$ cat src/rtl/sha256_pkg.sv
// Shared constants and state type for the SHA-256 message padder.
// Byte 0 of a block is the most significant byte of the 512-bit bus.
package sha256_pkg;

  localparam int BLOCK_BYTES = 64;
  localparam int LEN_OFFSET = 56;
  localparam logic [7:0] PAD_BYTE = 8'h80;

  typedef enum logic [2:0] {
    ACCUM,
    PAD,
    EMIT,
    EMIT_LAST,
    LEN_BLK
  } pad_state_e;

  // Byte idx (LEN_OFFSET..63) of the big-endian 64-bit length field.
  function automatic logic [7:0] len_byte(input logic [63:0] len, input int idx);
    return len[8*(BLOCK_BYTES-1-idx) +: 8];
  endfunction

endpackage

$ cat src/rtl/sha256_padder.sv
// Byte-serial SHA-256 padder: collects message bytes into 64-byte blocks,
// appends 0x80, zero fill and the 64-bit bit length, and hands blocks out.
//
// state     | meaning
// ACCUM     | accept message bytes / end_of_file (ready=1)
// PAD       | one cycle: write 0x80, zero fill, length if it fits
// EMIT      | offer a non-final block, wait for block_ready
// EMIT_LAST | offer the final block, wait for block_ready
// LEN_BLK   | build the extra block holding only padding and length
module sha256_padder
  import sha256_pkg::*;
(
  input  logic         clk,
  input  logic         rst,
  input  logic [7:0]   data_in,
  input  logic         data_valid,
  input  logic         end_of_file,
  output logic         ready,
  output logic [511:0] block_out,
  output logic         block_valid,
  output logic         block_last,
  input  logic         block_ready
);

  pad_state_e  state_q, state_d;
  logic [6:0]  cnt_q;
  logic [63:0] len_q;
  logic [7:0]  buf_q [BLOCK_BYTES];
  logic        defer_pad_q;
  logic        len_pending_q;
  logic        xfer;

  assign ready       = (state_q == ACCUM) && !rst;
  assign block_valid = (state_q == EMIT) || (state_q == EMIT_LAST);
  assign block_last  = (state_q == EMIT_LAST);
  assign xfer        = block_valid && block_ready;

  always_comb begin
    block_out = '0;
    for (int i = 0; i < BLOCK_BYTES; i++) begin
      block_out[8*(BLOCK_BYTES-1-i) +: 8] = buf_q[i];
    end
  end

  always_ff @(posedge clk) begin
    if (rst) state_q <= ACCUM;
    else     state_q <= state_d;
  end

  always_comb begin
    state_d = state_q;
    case (state_q)
      ACCUM: begin
        if (end_of_file)
          state_d = PAD;
        else if (data_valid && cnt_q == 7'(BLOCK_BYTES-1))
          state_d = EMIT;
      end
      PAD: begin
        if (cnt_q <= 7'(LEN_OFFSET-1)) state_d = EMIT_LAST;
        else                           state_d = EMIT;
      end
      EMIT: begin
        if (xfer) state_d = len_pending_q ? LEN_BLK : ACCUM;
      end
      LEN_BLK:   state_d = EMIT_LAST;
      EMIT_LAST: begin
        if (xfer) state_d = ACCUM;
      end
      default:   state_d = ACCUM;
    endcase
  end

  always_ff @(posedge clk) begin
    if (rst) begin
      cnt_q         <= '0;
      len_q         <= '0;
      defer_pad_q   <= 1'b0;
      len_pending_q <= 1'b0;
      for (int i = 0; i < BLOCK_BYTES; i++) buf_q[i] <= '0;
    end else begin
      case (state_q)
        ACCUM: begin
          if (data_valid) begin
            buf_q[cnt_q[5:0]] <= data_in;
            cnt_q             <= cnt_q + 7'd1;
            len_q             <= len_q + 64'd8;
          end
        end
        PAD: begin
          // A message ending exactly on a block boundary goes out untouched;
          // its 0x80 moves to the front of the length block.
          if (cnt_q == 7'(BLOCK_BYTES)) begin
            defer_pad_q   <= 1'b1;
            len_pending_q <= 1'b1;
          end else begin
            for (int i = 0; i < BLOCK_BYTES; i++) begin
              if (7'(i) == cnt_q)
                buf_q[i] <= PAD_BYTE;
              else if (7'(i) > cnt_q)
                buf_q[i] <= (cnt_q <= 7'(LEN_OFFSET-1) && i >= LEN_OFFSET)
                            ? len_byte(len_q, i) : 8'h00;
            end
            if (cnt_q > 7'(LEN_OFFSET-1)) len_pending_q <= 1'b1;
          end
        end
        EMIT: begin
          if (xfer) cnt_q <= '0;
        end
        LEN_BLK: begin
          for (int i = 0; i < BLOCK_BYTES; i++) begin
            if (i >= LEN_OFFSET)
              buf_q[i] <= len_byte(len_q, i);
            else if (i == 0 && defer_pad_q)
              buf_q[i] <= PAD_BYTE;
            else
              buf_q[i] <= 8'h00;
          end
          defer_pad_q   <= 1'b0;
          len_pending_q <= 1'b0;
        end
        EMIT_LAST: begin
          if (xfer) begin
            cnt_q         <= '0;
            len_q         <= '0;
            defer_pad_q   <= 1'b0;
            len_pending_q <= 1'b0;
          end
        end
        default: ;
      endcase
    end
  end

endmodule
$ cat config.mk
export PLATFORM = sky130hd
export DESIGN_NAME = sha256_padder
export DESIGN_NICKNAME = d
export VERILOG_FILES = /design/src/rtl/sha256_pkg.sv /design/src/rtl/sha256_padder.sv
export SDC_FILE = /design/constraint.sdc
export NUM_CORES = 1
export LEC_CHECK = 0
export BUFFER_PORTS_ARGS = -buffer_cell sky130_fd_sc_hd__clkbuf_2
export CAP_MARGIN = 20
export CORE_MARGIN = 2
export CORE_UTILIZATION = 40
export DETAILED_ROUTE_END_ITERATION = 12
export GPL_TIMING_DRIVEN = 0
export PLACE_DENSITY = 0.67
export SYNTH_ARGS = -nofsm -noshare
export SYNTH_HDL_FRONTEND = slang
export SYNTH_SLANG_ARGS = --single-unit
$ cat constraint.sdc
create_clock -name clk -period 7.47 [get_ports clk]
set_input_delay 0.747 -clock clk [delete_from_list [all_inputs] [get_ports clk]]
set_output_delay 0.747 -clock clk [all_outputs]
set_load 0.01 [all_outputs]
## Word-level counts from Yosys, hierarchy flattened

Memories as Yosys holds them, arrays and structs flattened.
Cells that the tools add are included.

| storage, ports and cells | value |
|---|---|
| register bits | 76 |
| bits in writable memories | 512 |
| bits of input ports | 13 |
| output and inout port bits | 515 |
| word-level logic and storage cells | 1304 |
| memories kept | 1 |

| operators by class | value |
|---|---|
| $add $sub $neg | 2 |
| $lt $le $gt $ge | 66 |
| eq/ne operators | 76 |
| mux-type cells | 944 |
| bitwise logic cells | 193 |
| reductions and logical operators | 17 |

Memory list:

| name | words | width | rd ports | clocked after Yosys merged registers in | wr ports | line | RTL |
|---|---|---|---|---|---|---|---|
| buf_q | 64 | 8 | 64 | 0 | 64 | sha256_padder.sv:28 | `logic [7:0] buf_q [BLOCK_BYTES];` |

Operator list:

| kind | count |
|---|---|
| 8-bit two-way mux | 202 |
| 1-bit two-way mux | 727 |
| 6-bit by 7-bit equality test with 1-bit output (first input constant) | 32 |
| 6-bit by 7-bit > comparator with 1-bit output (first input constant) | 32 |
| 1-bit OR | 193 |
| 64-bit two-way mux | 2 |
| 64-bit one-hot mux with 2 select lines | 1 |
| 5-bit by 7-bit equality test with 1-bit output (first input constant) | 16 |
| 5-bit by 7-bit > comparator with 1-bit output (first input constant) | 16 |
| 64-bit by 4-bit adder with 64-bit output (second input constant) | 1 |
| 4-bit by 7-bit equality test with 1-bit output (first input constant) | 8 |
| 4-bit by 7-bit > comparator with 1-bit output (first input constant) | 8 |
| 3-bit by 7-bit equality test with 1-bit output (first input constant) | 4 |
| 3-bit by 7-bit > comparator with 1-bit output (first input constant) | 4 |
| 3-bit two-way mux | 5 |
| 3-bit one-hot mux with 5 select lines | 1 |
| 3-bit AND reduction | 5 |
| 2-bit by 7-bit equality test with 1-bit output (first input constant) | 2 |
| 1-bit by 7-bit > comparator with 1-bit output (first input constant) | 2 |
| 2-bit by 7-bit > comparator with 1-bit output (first input constant) | 2 |
| 7-bit two-way mux | 2 |
| 7-bit one-hot mux with 2 select lines | 1 |
| 8-bit OR reduction | 1 |
| 7-bit by 1-bit adder with 7-bit output (second input constant) | 1 |
| 22 further kinds | 30 |

## Longest topological paths before layout

| depth | value |
|---|---|
| depth after elaboration | 11 |
| depth in mapped cells | 8 |
| gate-level depth less buffers | 7 |

## Worst setup path before layout

No wires, ideal clock.

| path | value |
|---|---|
| path type | input to register |
| start | in rst |
| end | mem buf_q[11][0], enable pin |
| setup time | 0.404 ns |
| arrival | 3.069 ns |
| data required time | 7.066 ns |
| setup slack | 3.997 ns |
| stages on the path | 5 |
| buffers on the path | 2 |
| cell sequence | clkbuf_1 nor4b_1 nand2_1 clkbuf_1 o311ai_0 |

RTL lines:

| element | line | RTL |
|---|---|---|
| start, declared | sha256_padder.sv:14 | `input logic rst,` |
| end, declared | sha256_padder.sv:28 |  |

==> flow_summary.ini <==
[run_status]
status = completed

[pwr]
p_int_mw = 5.75
power.total_mw = 7.74
switching_share_pct = 25.8
p_per_area_mw_per_mm2 = 250
ir_drop_mv = 0.173
pwr-share-seq_pct = 49.8
leakagePower_nw = 12.9
power_frac_clock_pct = 39.3
comb_power_share_pct = 10.9
power.switching_mw = 2.00

[placement]
io_buffers = 517
dp_cells = 3421
dp_hpwl_um = 74000
gp_congestion = 1.02
pre_cts_ws_ps = 2910
placed_cell_area_mm2 = 0.0290

[yosys]
synth_edf_count = 512
netlist_instances = 2044
syn_area_per_cell_um2 = 12.3
yosysSeqAreaShare_pct = 67.1
synth-main-ff-cell = edfxtp_1
async_flop_share_pct = 0
yosysUniqueCellTypes = 73
synth_nets = 2062
netlist_area_mm2 = 0.0251
yosysWarnings = 0
synth_seq_cells = 585

[sta]
finalCritPeriodShare_pct = 58.4
tightest_slew_ps = 1150
fin_tns_setup_ps = 0
relSlewSlack_pct = 22.9
finalSetupViolCount = 0
layout_setup_ws_ps = 3100
hold_viol = 0
rsz0062_at_grt = no
fin_skew_ps = 37.1
fmax_mhz = 229
fin_crit_ps = 4370
hold_slack_ps = 451
slew_viol_final = 0

[critical_path]
critPathKind = flop to flop
r2r_cells = 6
r2r_start = cnt_q[2]
cp.required_ps = 7730
cp-end-kind = flop
path_max_fanout = 10
critPathLaunchType = flop
rrSetupSlack_ps = 3100
cp_data_arrival_time_ps = 4620
r2r-end = buf_q[53][5]

[run]
cap_violations = 0

[grt]
grt-ovfl-total = 0
grt_pass1_wl_um = 138000
grt_max_degree = 16
antenna_found_initial = 2
grt_pass1_vias = 19600
grtUsageTotal_pct = 29.9

[detailed_routing]
drc_errors = 0
vias = 20500
dr.pass1.iters = 6
drt_iter0_markers = 2274
wl_per_cell_um = 28.1
routed_wirelength_um = 99500
drtAntennaViolNets = 0
via_per_inst = 5.79

[clock_tree]
ctsHtreeMaxLevel = 2
clock_latency_ps = 640
path_clk_slew_ps = 70
cts_root_buffer = clkbuf_16
cts_setup_buffers = 0
cts-root-to-sink-buffers = 3
cts_resized = 0
numCtsBuffers = 60
cts_tree = built
cts_num_sinks = 585
hold_buffers = 0

[die]
die-area_mm2 = 0.0648
initial_core_util_pct = 40.5
die_x_um = 255
dieHeight_um = 255
std_cell_rows = 91
boundaryPins = 528
coreArea_mm2 = 0.0619

[min_path]
hp-start = len_pending_q
worstHoldEndpoint = state_q[2]
hold_class = flop to flop
holdPathStages = 2

[final_layout]
areaGrowthSynthToFinish_pct = 23.4
layout_common_cells = clkbuf_2 (517), edfxtp_1 (512), and3_1 (232)
nets = 2666
final_common_cell = clkbuf_2
drive_gt1_share_pct = 24.9
final_area_mm2 = 0.0310
final_cells = 3539
finalCoreUtilization_pct = 50.0
flip-flops by register name (all words and copies together), names as in the netlist:
register and cells:
buf_q 512, cnt_q 7, defer_pad_q 1, len_pending_q 1, len_q 61, state_q 3
Yosys cell counts, drive strengths merged (5+ instances only):
cell type,instances,share of area (%)
edfxtp,512,61
and3,233,5.8
and2,186,4.6
clkbuf,161,2.4
nor2,148,2.2
nand2,108,1.6
o21ai,105,2.1
a21oi,75,1.5
dfxtp,73,5.8
a22o,57,2.0
nand3,46,0.92
or3,37,0.92
nand4,29,0.78
nor3,22,0.44
xor2,19,0.66
buf,18,0.31
inv,16,0.24
a22oi,12,0.36
o31ai,12,0.36
or4,11,0.34
nor4,10,0.25
o211ai,10,0.30
xnor2,10,0.35
a21o,9,0.27
a311oi,7,0.24
o22ai,7,0.17
a211o,6,0.21
a31oi,6,0.15
and3b,6,0.21
o21a,6,0.18
or2,6,0.15
ha,5,0.25
nand3b,5,0.15
nor3b,5,0.15
cells by family (layout without fill, tap and decap cells):
logic type / after synthesis / after routing / synth area share [%]
flip-flops: 585 / 585 / 67.1
multiplexers: 5 / 5 / 0.219
adder cells (fa/ha/maj): 5 / 5 / 0.249
XOR/XNOR: 29 / 29 / 1.01
AO/OA/AOI/OAI: 349 / 349 / 9.17
other: 0 / 2 / 0
buffers and inverters: 198 / 854 / 3.00
AND/OR/NAND/NOR: 873 / 873 / 19.3
power groups by stage:
stage	logic [mW]	registers [mW]	clock network, mW
floorplan	0.261	4.01	0
global placement	0.809	3.92	0
detailed placement	0.831	3.92	0
CTS	0.835	3.86	3.06
global route	0.883	3.87	3.20
finish	0.844	3.86	3.04
layout make-up:
cell class | instances | area (µm²)
Buffer | 179 | 683
Inverter | 19 | 71.3
Sequential cell | 585 | 16800
Clock buffer | 73 | 1620
Fill cell | 5616 | 31000
Clock inverter | 41 | 367
Multi-Input combinational cell | 1261 | 7540
Antenna cell | 2 | 5.00
Tap cell | 837 | 1050
Timing Repair Buffer | 542 | 2800
worst max path at each step:
stage	startpoint	to
6_report	cnt_q[2]	buf_q[53][5]
5_1_grt	cnt_q[2]	buf_q[61][5]
4_1_cts	cnt_q[2]	buf_q[53][5]
3_5_place_dp	rst	buf_q[34][6]
3_3_place_gp	rst	buf_q[28][2]
2_1_floorplan	rst	buf_q[11][0]
worst max-delay path, stage by stage, from the launching register on:
cell and delay (ps):
dfxtp_1 370, clkbuf_1 390, clkbuf_1 510, clkbuf_1 640
nand3_1 560, clkbuf_1 510, o21bai_1 990
per-layer routing:
| layer | track usage (%) | routed length [µm] | up-vias |
|---|---|---|---|
| met2 | 47.3 | 46500 | 1305 |
| met3 | 7.20 | 9330 | 278 |
| li1 | - | - | 8823 |
| met4 | 13.1 | 4690 | 2 |
| met1 | 39.1 | 38900 | 10100 |
| met5 | 0 | 16 | - |
(Power assumes the default switching activity.)
